$ cat config.mk
export PLATFORM = sky130hd
export DESIGN_NAME = ldpc_dec_ctrl
export DESIGN_NICKNAME = d
export VERILOG_FILES = /design/src/rtl/ldpc_dec_ctrl.sv
export SDC_FILE = /design/constraint.sdc
export NUM_CORES = 1
export LEC_CHECK = 0
export BUFFER_PORTS_ARGS = -buffer_cell sky130_fd_sc_hd__buf_2
export CAP_MARGIN = 0
export CORE_UTILIZATION = 40
export DETAILED_ROUTE_END_ITERATION = 8
export GPL_TIMING_DRIVEN = 0
export SYNTH_ARGS = -nofsm -noshare
export SYNTH_HDL_FRONTEND = slang
export SYNTH_SLANG_ARGS = --single-unit
$ cat constraint.sdc
create_clock -name clk -period 3.4 [get_ports clk]
set_clock_uncertainty 0.1 [all_clocks]
set_input_delay 0.68 -clock clk [delete_from_list [all_inputs] [get_ports clk]]
set_output_delay 0.68 -clock clk [all_outputs]
set_load 0.01 [all_outputs]
$ cat src/rtl/ldpc_dec_ctrl.sv
// ----------------------------------------------------------------------------
// ldpc_dec_ctrl
//   Frame-level sequencer for ldpc_core. It accepts one codeword at a time,
//   strobes the LLR frame buffer, latches the base-matrix select and clears
//   the core. It then runs the core until core_term rises or the watchdog
//   expires, and holds the status until the consumer takes the result.
//
// Ports
//   clk, rst_n        clock, asynchronous active-low reset
//   in_valid/ready    frame handshake (in_ready = controller idle)
//   in_mode           matrix select, sampled on accept
//   frame_load        1-cycle strobe to the LLR buffer after accept
//   mtx_sel           registered matrix select
//   core_rst          synchronous clear to ldpc_core, CLR_CYC cycles per frame
//   core_en           ldpc_core enable (RUN and no core_term)
//   core_term         ldpc_core termination flag
//   out_valid/ready   result handshake; core res is stable while out_valid
//   out_iter          core_en cycles used for the frame
//   out_conv          terminated below MAX_ITER
//   out_timeout       watchdog fired
//   abort             flush the current frame (ignored when idle)
//   busy              controller not idle
// ----------------------------------------------------------------------------
module ldpc_dec_ctrl #(
    parameter int unsigned MODE_W   = 2,
    parameter int unsigned ITER_W   = 7,
    parameter int unsigned MAX_ITER = 32,
    parameter int unsigned TIMEOUT  = 40,
    parameter int unsigned CLR_CYC  = 2
) (
    input  logic              clk,
    input  logic              rst_n,
    input  logic              in_valid,
    output logic              in_ready,
    input  logic [MODE_W-1:0] in_mode,
    output logic              frame_load,
    output logic [MODE_W-1:0] mtx_sel,
    output logic              core_rst,
    output logic              core_en,
    input  logic              core_term,
    output logic              out_valid,
    input  logic              out_ready,
    output logic [ITER_W-1:0] out_iter,
    output logic              out_conv,
    output logic              out_timeout,
    input  logic              abort,
    output logic              busy
);

    localparam int unsigned CLR_W = (CLR_CYC > 1) ? $clog2(CLR_CYC) : 1;
    localparam logic [CLR_W-1:0]  CLR_LAST = CLR_W'(CLR_CYC - 1);
    localparam logic [ITER_W-1:0] TO_LAST  = ITER_W'(TIMEOUT - 1);
    localparam logic [ITER_W-1:0] TO_VAL   = ITER_W'(TIMEOUT);
    localparam logic [ITER_W-1:0] MAX_VAL  = ITER_W'(MAX_ITER);

    typedef enum logic [1:0] {
        S_IDLE,
        S_CLR,
        S_RUN,
        S_DONE
    } state_t;

    state_t             state, state_nxt;
    logic [CLR_W-1:0]   clr_cnt, clr_cnt_nxt;
    logic [ITER_W-1:0]  iter, iter_nxt;

    logic               frame_load_nxt;
    logic [MODE_W-1:0]  mtx_sel_nxt;
    logic               core_rst_nxt;
    logic               out_valid_nxt;
    logic [ITER_W-1:0]  out_iter_nxt;
    logic               out_conv_nxt;
    logic               out_timeout_nxt;
    logic               busy_nxt;

    assign in_ready = (state == S_IDLE);
    assign core_en  = (state == S_RUN) & ~core_term;

    // State register; the registered outputs are loaded from their
    // next-state values so they track the state they belong to.
    always_ff @(posedge clk or negedge rst_n) begin
        if (!rst_n) begin
            state       <= S_IDLE;
            clr_cnt     <= '0;
            iter        <= '0;
            frame_load  <= 1'b0;
            mtx_sel     <= '0;
            core_rst    <= 1'b0;
            out_valid   <= 1'b0;
            out_iter    <= '0;
            out_conv    <= 1'b0;
            out_timeout <= 1'b0;
            busy        <= 1'b0;
        end else begin
            state       <= state_nxt;
            clr_cnt     <= clr_cnt_nxt;
            iter        <= iter_nxt;
            frame_load  <= frame_load_nxt;
            mtx_sel     <= mtx_sel_nxt;
            core_rst    <= core_rst_nxt;
            out_valid   <= out_valid_nxt;
            out_iter    <= out_iter_nxt;
            out_conv    <= out_conv_nxt;
            out_timeout <= out_timeout_nxt;
            busy        <= busy_nxt;
        end
    end

    // Next-state logic
    always_comb begin
        state_nxt = state;
        unique case (state)
            S_IDLE: if (in_valid) state_nxt = S_CLR;
            S_CLR: begin
                if (abort)                    state_nxt = S_IDLE;
                else if (clr_cnt == CLR_LAST) state_nxt = S_RUN;
            end
            S_RUN: begin
                // core_term outranks the watchdog in the same cycle
                if (abort)                  state_nxt = S_IDLE;
                else if (core_term)         state_nxt = S_DONE;
                else if (iter == TO_LAST)   state_nxt = S_DONE;
            end
            S_DONE: if (abort || out_ready) state_nxt = S_IDLE;
            default: state_nxt = S_IDLE;
        endcase
    end

    // Output / datapath next values
    always_comb begin
        clr_cnt_nxt     = clr_cnt;
        iter_nxt        = iter;
        frame_load_nxt  = 1'b0;
        mtx_sel_nxt     = mtx_sel;
        out_iter_nxt    = out_iter;
        out_conv_nxt    = out_conv;
        out_timeout_nxt = out_timeout;
        core_rst_nxt    = (state_nxt == S_CLR);
        out_valid_nxt   = (state_nxt == S_DONE);
        busy_nxt        = (state_nxt != S_IDLE);

        unique case (state)
            S_IDLE: begin
                if (in_valid) begin
                    frame_load_nxt = 1'b1;
                    mtx_sel_nxt    = in_mode;
                    clr_cnt_nxt    = '0;
                end
            end
            S_CLR: begin
                clr_cnt_nxt = clr_cnt + CLR_W'(1);
                iter_nxt    = '0;
            end
            S_RUN: begin
                if (core_en && iter != '1) iter_nxt = iter + ITER_W'(1);
                if (!abort) begin
                    if (core_term) begin
                        out_iter_nxt    = iter;
                        out_conv_nxt    = (iter < MAX_VAL);
                        out_timeout_nxt = 1'b0;
                    end else if (iter == TO_LAST) begin
                        out_iter_nxt    = TO_VAL;
                        out_conv_nxt    = 1'b0;
                        out_timeout_nxt = 1'b1;
                    end
                end
            end
            default: ;
        endcase
    end

endmodule

==> flow_summary_export.csv, run 1 <==
group,metric,value,unit
clock_tree,cts_tree,"yes",
yosys,ys.warnings.count,0,
clock_tree,cts-resized-gates,0,
global_routing,grt_use_met2,0.255,
yosys,synthCells,112,
cells_and_area,area_growth,15.4,%
timing,max_freq,452,MHz
cells_and_area,fin_util,0.496,
cells_and_area,register_area,626,µm²
cells_and_area,final_nets,150,
timing,finalSetupViolations,0,
global_routing,grt_usage,0.163,
setup_path,path_delay_family,"simple AND/OR/NAND/NOR gates",
setup_path,end_kind,"output port",
yosys,yosysSeqAreaShare,0.519,
placement,portBuffers,24,
setup_path,required,2620,ps
power_and_ir_drop,peakVddDrop,0.304,mV
clock_tree,clockRootBuffer,"clkbuf_4",
drt,first_iter_violations,26,
setup_path,critical-path-max-stage-delay,390,ps
yosys,netlist_area,1210,µm²
placement,globalplace.congestion,0.747,
floorplanning,die_w,56.9,µm
setup_path,start_kind,"input pin",
setup_path,cpMostUsedCell,"buf_2",
clock_tree,clock_path_buffers,2,
outcome,violations,"design-rule violations",
global_routing,grt_remaining_overflow,0,
drt,num_vias,994,
clock_tree,cts_setup_buffers,0,
floorplanning,start_util,0.430,
global_routing,grt_util_met3,0.0323,
clock_tree,numCtsBuffers,3,
run,max_cap_violations,0,
timing,setup_tns,0,ps
outcome,status,"finished with violations",
timing,finalCritPeriodShare,0.651,
floorplanning,io_pins,25,
yosys,syn_area_per_cell,10.8,µm²
timing,max-slew-margin-rel,0.640,
setup_path,cp_slowest_cell,"nor3b_2",
timing,tightest_slew,540,ps
global_routing,use_met1,0.227,
drt,drcViolationCount,2,
drt,wire_per_inst,14.4,µm
drt,antenna_left,0,
setup_path,r2r_cells,4,
drt,viasPerCell,5.81,
timing,min_period,2210,ps
global_routing,grt_pass1_vias,956,
global_routing,busiest_layer,"met2",
placement,hpwl,1840,µm
setup_path,worst-path-max-fanout,8,
cells_and_area,antenna_cells,0,
power_and_ir_drop,power_density,562,nW/µm²
setup_path,r2r_start,"iter[0]",
timing,rsz0062_at_grt,"no",
floorplanning,core,2810,µm²
cells_and_area,layout_commonest_cell,"buf_2",
drt,first_pass_iters,6,
yosys,syn_nets,121,
drt,drt-total-wl,2460,µm
setup_path,r2r_setup_slack,1670,ps
floorplanning,die_height,56.9,µm
setup_path,worstSetupPathType,"input pin to output port",
timing,slew_violations,0,
min_path,min_path_type,"input pin to asynchronous set/reset pin",
cells_and_area,fill_cells,273,
setup_path,path_cells,"buf_2 -> nor3b_2 -> buf_2",
yosys,synthFlopType,"dfrtp_1",
power_and_ir_drop,p_leak,0.653,nW
global_routing,grt_pass1_wl,4150,µm
setup_path,arrival,1430,ps
yosys,synth-async-reset-ratio,1.00,
yosys,synth_seq_cells,25,
clock_tree,ctsHoldBuffers,0,
clock_tree,worst_skew_pair.late_latency,310,ps
floorplanning,die_area,3240,µm²
cells_and_area,layout-drive-gt1-share,0.264,
cells_and_area,multi_input_area,542,µm²
power_and_ir_drop,power,0.782,mW
clock_tree,ctsHtreeMaxLevel,1,
setup_path,crit_buf_inv,2,
setup_path,rr_endpoint,"iter[2]",
floorplanning,core.rowCount,19,
clock_tree,clkTransAtPathRegs,140,ps
timing,hold_viol,0,
clock_tree,cts.sinks,25,
yosys,ys_types,36,
global_routing,antenna_found_initial,0,
global_routing,grt_max_degree,26,
yosys,synth_edf_count,0,
cells_and_area,layout_common_cells,"buf_2, dfrtp_1, nor2_1",
[sequential cells by signal, summed over array words and instances, names as in the netlist]
register,flops
clr_cnt,1
frame_load,1
mtx_sel,2
out_conv,1
state,2
iter,7
out_iter,7
out_valid,1
core_rst,1
busy,1
out_timeout,1
[stage by stage]
stage	hold slack, ps	worst slack, ps	instance area (µm²)	cells
CTS	249	1210	1390	171
global placement	378	1210	1370	167
floorplan	284	1600	1210	112
global route	263	1120	1390	171
detailed placement	394	1210	1370	167
finish	228	1190	1390	171
[metal layers]
metal / part of all wire / wire [µm]
met1: 0.49 / 1200
met2: 0.46 / 1130
met3: 0.039 / 95
met4: 0.012 / 29
met5: 0 / 0
[cells in the mapped netlist, drive strengths merged, types with 2 or more instances]
cell type,instances,share of area
nand2,5,0.016
inv,4,0.012
and2,2,0.010
and3,3,0.016
a31oi,3,0.016
dfrtp,25,0.52
a311oi,3,0.022
a21o,2,0.012
a31o,4,0.029
mux2,2,0.019
a21boi,2,0.012
o21ai,5,0.021
nor3b,3,0.023
nor2,10,0.031
a21oi,6,0.025
buf,4,0.017
a41oi,2,0.015
mux2i,2,0.017
o22ai,2,0.010
a22o,6,0.044
and4,2,0.015
nor2b,2,0.010
[worst max path at each step]
stage               startpoint       to  slack (ps)  cells past startpoint
floorplan            core_term  core_en        1600                      1
global placement     core_term  core_en        1210                      3
detailed placement   core_term  core_en        1210                      3
CTS                  core_term  core_en        1210                      3
global route         core_term  core_en        1120                      3
finish               core_term  core_en        1190                      3
[final cells by class]
type                    count  share of cell area
flip-flops and latches     25               0.450
clock buffers               4              0.0189
well taps                  31              0.0279
repair buffers             24              0.0863
inverters                   4              0.0108
plain buffers               5              0.0171
multi-input cells          78               0.389
[power breakdown]
group | internal (mW) | total (mW) | switching, mW | leakage [nW]
logic | 0.114 | 0.258 | 0.145 | 0.322
clock network | 0.0458 | 0.130 | 0.0839 | 0.0150
registers | 0.354 | 0.394 | 0.0406 | 0.316
total | 0.513 | 0.782 | 0.269 | 0.653
[cells by family (layout without fill, tap and decap cells)]
family	count (synthesis)	after routing	synth area share
fa+ha+maj	1	1	0.0104
simple gates	36	36	0.186
buf+inv	9	37	0.0322
mux	4	4	0.0353
flops	25	25	0.519
compound gates	37	37	0.218
(Power assumes the default switching activity.)
==> inputs of run 2 (changes only) <==
Settings changed: ABC_AREA from default to 1.
Clock period 3.4 ns to 2.23 ns, I/O delays scaled along.
==> flow_summary_export.csv, run 2 <==
group,metric,value,unit
outcome,status,"finished with violations",
outcome,violations,"design-rule violations, negative hold slack",
power_and_ir_drop,p_leak,0.780,nW
clock_tree,ctsHoldBuffers,0,
cells_and_area,layout_commonest_cell,"nand2_1",
floorplanning,core,2810,µm²
timing,rsz0062_at_grt,"no",
yosys,post-synth-top-count-cell,"nand2_1",
clock_tree,cts.sinks,25,
floorplanning,io_pins,25,
global_routing,grt_usage,0.155,
yosys,synth_commonest_cells,"nand2_1, dfrtp_1, inv_1",
floorplanning,start_util,0.427,
drt,antenna_left,0,
drt,first_iter_violations,25,
yosys,ys_types,24,
global_routing,grt_max_degree,26,
cells_and_area,layout-drive-gt1-share,0.313,
clock_tree,worst_skew_pair.late_latency,320,ps
floorplanning,die_height,56.7,µm
drt,num_vias,916,
cells_and_area,area_growth,15.6,%
floorplanning,die_w,56.7,µm
drt,first_pass_iters,6,
cells_and_area,register_area,626,µm²
cells_and_area,final_nets,173,
placement,placedInstanceArea,1360,µm²
global_routing,grt_pass1_wl,3800,µm
yosys,yosysSeqAreaShare,0.522,
run,max_cap_violations,0,
yosys,synth_top_cell_area_share,0.522,
timing,setup_tns,0,ps
yosys,synthCells,135,
yosys,syn_area_per_cell,8.87,µm²
setup_path,start_kind,"register",
drt,drcViolationCount,6,
clock_tree,ctsHtreeMaxLevel,1,
placement,portBuffers,24,
floorplanning,die_area,3220,µm²
yosys,synthFlopType,"dfrtp_1",
clock_tree,numCtsBuffers,3,
placement,hpwl,1620,µm
cells_and_area,fill_cells,280,
min_path,min_path_type,"input pin to asynchronous set/reset pin",
yosys,syn_nets,144,
yosys,synth_area_leader_cell,"dfrtp_1",
clock_tree,cts-resized-gates,0,
timing,finalCritPeriodShare,0.788,
yosys,synth_edf_count,0,
cells_and_area,antenna_cells,0,
yosys,synth_seq_cells,25,
timing,slew_violations,0,
timing,min_period,1760,ps
clock_tree,clockRootBuffer,"clkbuf_4",
yosys,netlist_area,1200,µm²
clock_tree,cts_setup_buffers,0,
timing,finalSetupViolations,0,
timing,hold_ws,-9.10,ps
cells_and_area,fin_area,1380,µm²
power_and_ir_drop,power_density,965,nW/µm²
power_and_ir_drop,power,1.34,mW
timing,max_freq,569,MHz
setup_path,required,1680,ps
placement,globalplace.congestion,0.782,
cells_and_area,reg_top3,"iter (7), out_iter (7)",
yosys,ys.warnings.count,0,
drt,viasPerCell,4.72,
cells_and_area,fin_util,0.493,
setup_path,end_kind,"output port",
drt,drt-total-wl,2180,µm
clock_tree,cts_tree,"yes",
setup_path,worstSetupPathType,"register to output port",
setup_path,arrival,1210,ps
global_routing,antenna_found_initial,0,
timing,tightest_slew,554,ps
timing,max-slew-margin-rel,0.631,
yosys,synth-async-reset-ratio,1.00,
global_routing,grt_pass1_vias,837,
setup_path,worst-path-max-fanout,4,
floorplanning,core.rowCount,19,
global_routing,grt_remaining_overflow,0,
timing,hold_viol,25,
cells_and_area,layout_common_cells,"nand2_1, dfrtp_1, buf_2",
yosys,yosys-top-cells-area,"dfrtp_1, nand2_1, inv_1, nor2_1, nand3_1",
clock_tree,clkTransAtPathRegs,140,ps
clock_tree,clock_path_buffers,2,
drt,wire_per_inst,11.2,µm
power_and_ir_drop,peakVddDrop,0.568,mV
cells_and_area,multi_input_area,472,µm²
==> run 2: cell count changes after synthesis, sizes merged, moves of 4 or more <==
| cell | change |
|---|---|
| a21oi | -4 |
| a22o | -6 |
| a31o | -4 |
| inv | +19 |
| nand2 | +34 |
| nand3 | +9 |
| nor2 | +6 |
| o21ai | +6 |
==> run 2: power breakdown <==
group	internal (mW)	switching (mW)
clock network	0.0672	0.138
registers	0.571	0.0757
logic	0.181	0.303
==> run 2: logic make-up (layout without fill, tap and decap cells) <==
group	after synthesis	in the layout	share of synthesized area
compound gates	15	15	0.0899
xor+xnor	3	3	0.0219
fa+ha+maj	1	1	0.0104
buf+inv	24	52	0.0836
flops	25	25	0.522
simple gates	67	67	0.272
==> run 2: critical path, cell delays in order, from the launching register on <==
cell	delay (ps)
dfrtp_1	450
inv_2	90
nand2_4	70
nor2_4	140
buf_2	150
==> run 2: path summary, 6_finish.rpt <==
| kind | startpoint | to | slack [ps] | cells past startpoint |
|---|---|---|---|---|
| min | rst_n | out_iter[0] | -9 | 1 |
| min reg2reg | out_iter[2] | out_iter[2] | 390 | 2 |
| max reg2reg | iter[0] | iter[0] | 670 | 9 |
| max | state[0] | core_en | 470 | 4 |
| max in group asynchronous | rst_n | mtx_sel[1] | 1680 | 1 |
| min in group clk | in_mode[0] | mtx_sel[0] | 210 | 3 |
==> run 2: through the flow <==
step	setup WS (ps)	hold slack, ps	instances
2_1_floorplan	826	50.4	135
3_3_place_gp	717	359	190
3_5_place_dp	697	366	190
4_1_cts	444	1.05	194
5_1_grt	398	18.5	194
6_report	472	-9.10	194
==> run 2: final cells by class <==
type	instances	share of cell area
Multi-Input combinational cell	86	0.341
Inverter	23	0.0642
Buffer	1	0.00814
Clock inverter	1	0.00362
Clock buffer	3	0.0163
Timing Repair Buffer	24	0.0868
Tap cell	31	0.0280
Sequential cell	25	0.452
==> run 2: per-layer routing <==
layer,vias up,GRT usage,share of wire
li1,474,-,-
met1,419,0.220,0.52
met2,21,0.231,0.44
met3,2,0.0300,0.039
met4,0,0.0643,0.0073
met5,-,0,0
==> inputs of run 3 (changes only) <==
Clock period 2.23 ns to 1.57 ns, I/O delays scaled along.
==> flow_summary_export.csv, run 3 (synthesized netlist as in run 2, its figures left out) <==
group,metric,value,unit
setup_path,required,1160,ps
global_routing,antenna_found_initial,0,
floorplanning,die_w,56.7,µm
clock_tree,clkTransAtPathRegs,140,ps
cells_and_area,layout_commonest_cell,"nand2_1",
timing,max_freq,657,MHz
timing,hold_viol,0,
clock_tree,clock_path_buffers,2,
clock_tree,cts_tree,"yes",
drt,drcViolationCount,6,
cells_and_area,reg_top3,"iter (7), out_iter (7)",
global_routing,grt_remaining_overflow,0,
cells_and_area,layout-drive-gt1-share,0.361,
setup_path,arrival,1110,ps
placement,place_inst,190,
floorplanning,io_pins,25,
outcome,status,"finished with violations",
placement,globalplace.congestion,0.782,
drt,viasPerCell,4.68,
timing,finalSetupViolations,0,
cells_and_area,antenna_cells,0,
drt,drt-total-wl,2320,µm
drt,wire_per_inst,11.6,µm
clock_tree,clockRootBuffer,"clkbuf_4",
timing,setup_tns,0,ps
timing,min_period,1520,ps
global_routing,grt_pass1_vias,850,
timing,finalCritPeriodShare,0.969,
timing,slew_violations,0,
run,max_cap_violations,0,
global_routing,grt_usage,0.158,
cells_and_area,layout_common_cells,"nand2_1, dfrtp_1, buf_2",
setup_path,cp_slowest_cell,"dfrtp_1",
setup_path,critical-path-max-stage-delay,420,ps
drt,first_iter_violations,27,
floorplanning,start_util,0.427,
power_and_ir_drop,power_density,1380,nW/µm²
drt,num_vias,936,
cells_and_area,final_cells,200,
global_routing,grt_max_degree,26,
outcome,violations,"design-rule violations",
floorplanning,die_height,56.7,µm
placement,placedInstanceArea,1360,µm²
setup_path,crit_buf_inv,2,
cells_and_area,area_growth,22.9,%
cells_and_area,fin_area,1470,µm²
setup_path,end_kind,"output port",
setup_path,worst-path-max-fanout,3,
setup_path,path_delay_family,"flip-flops",
power_and_ir_drop,peakVddDrop,0.899,mV
clock_tree,cts.sinks,25,
placement,hpwl,1620,µm
setup_path,start_kind,"register",
timing,tightest_slew,560,ps
setup_path,worstSetupPathType,"register to output port",
clock_tree,ctsHtreeMaxLevel,1,
floorplanning,die_area,3220,µm²
setup_path,r2r_setup_slack,120,ps
clock_tree,worst_skew_pair.late_latency,320,ps
cells_and_area,final_nets,179,
setup_path,path_cells,"buf_4 -> nor2_4 -> buf_6",
timing,max-slew-margin-rel,0.627,
global_routing,grt_pass1_wl,3870,µm
floorplanning,core.rowCount,19,
floorplanning,core,2810,µm²
drt,first_pass_iters,6,
drt,antenna_left,0,
clock_tree,numCtsBuffers,3,
placement,portBuffers,24,
min_path,min_path_type,"input pin to register",
power_and_ir_drop,p_leak,0.808,nW
run 3: worst paths after layout:
| path | cells after the start | endpoint | start |
|---|---|---|---|
| max | 3 | in_ready | state[0] |
| min | 3 | mtx_sel[0] | in_mode[0] |
| max reg2reg | 9 | iter[0] | iter[0] |
| min reg2reg | 2 | out_iter[2] | out_iter[2] |
| max in group asynchronous | 2 | iter[0] | rst_n |
| min in group asynchronous | 2 | out_conv | rst_n |
run 3: final cells by class:
cell class / instances / area, µm²
Inverter: 23 / 88.8
Clock buffer: 3 / 22.5
Sequential cell: 25 / 628
Buffer: 1 / 11.3
Timing Repair Buffer: 30 / 180
Fill cell: 269 / 1330
Multi-Input combinational cell: 86 / 497
Tap cell: 31 / 38.8
Clock inverter: 1 / 5.00
run 3: what timing repair did:
action	in CTS	in global routing
hold buffers	1	0
gates resized for setup	1	8
endpoints found under the hold margin	25	0
pin swaps	1	1
setup endpoints to repair	1	18
buffers inserted	2	3
gates cloned	0	0
run 3: power breakdown:
group,internal [mW],switching [mW]
clock,0.0955,0.198
combinational,0.339,0.467
sequential,0.815,0.110
run 3: stage by stage:
step / hold slack, ps / total power [mW] / setup WS [ps] / util
after floorplan: -81.6 / 1.38 / 166 / -
after global placement: 230 / 1.61 / 56.6 / 0.483
after detailed placement: 239 / 1.62 / 37.3 / 0.483
after CTS: 65.5 / 1.95 / -2.26 / 0.504
after global routing: 58.1 / 2.19 / -15.2 / 0.525
final: 73.8 / 2.03 / 48.2 / 0.525
run 3: metal layers:
metal  vias to the layer above  wire length, µm  track usage
met1                       427             1130        0.223
met5                         -                0            0
met4                         0               29       0.0643
li1                        486                -            -
met2                        19             1080        0.236
met3                         4               75       0.0300
run 3: worst min-delay path, stage by stage:
cell     delay (ps)
buf_2            80
nand2_1          40
nand2_1          40
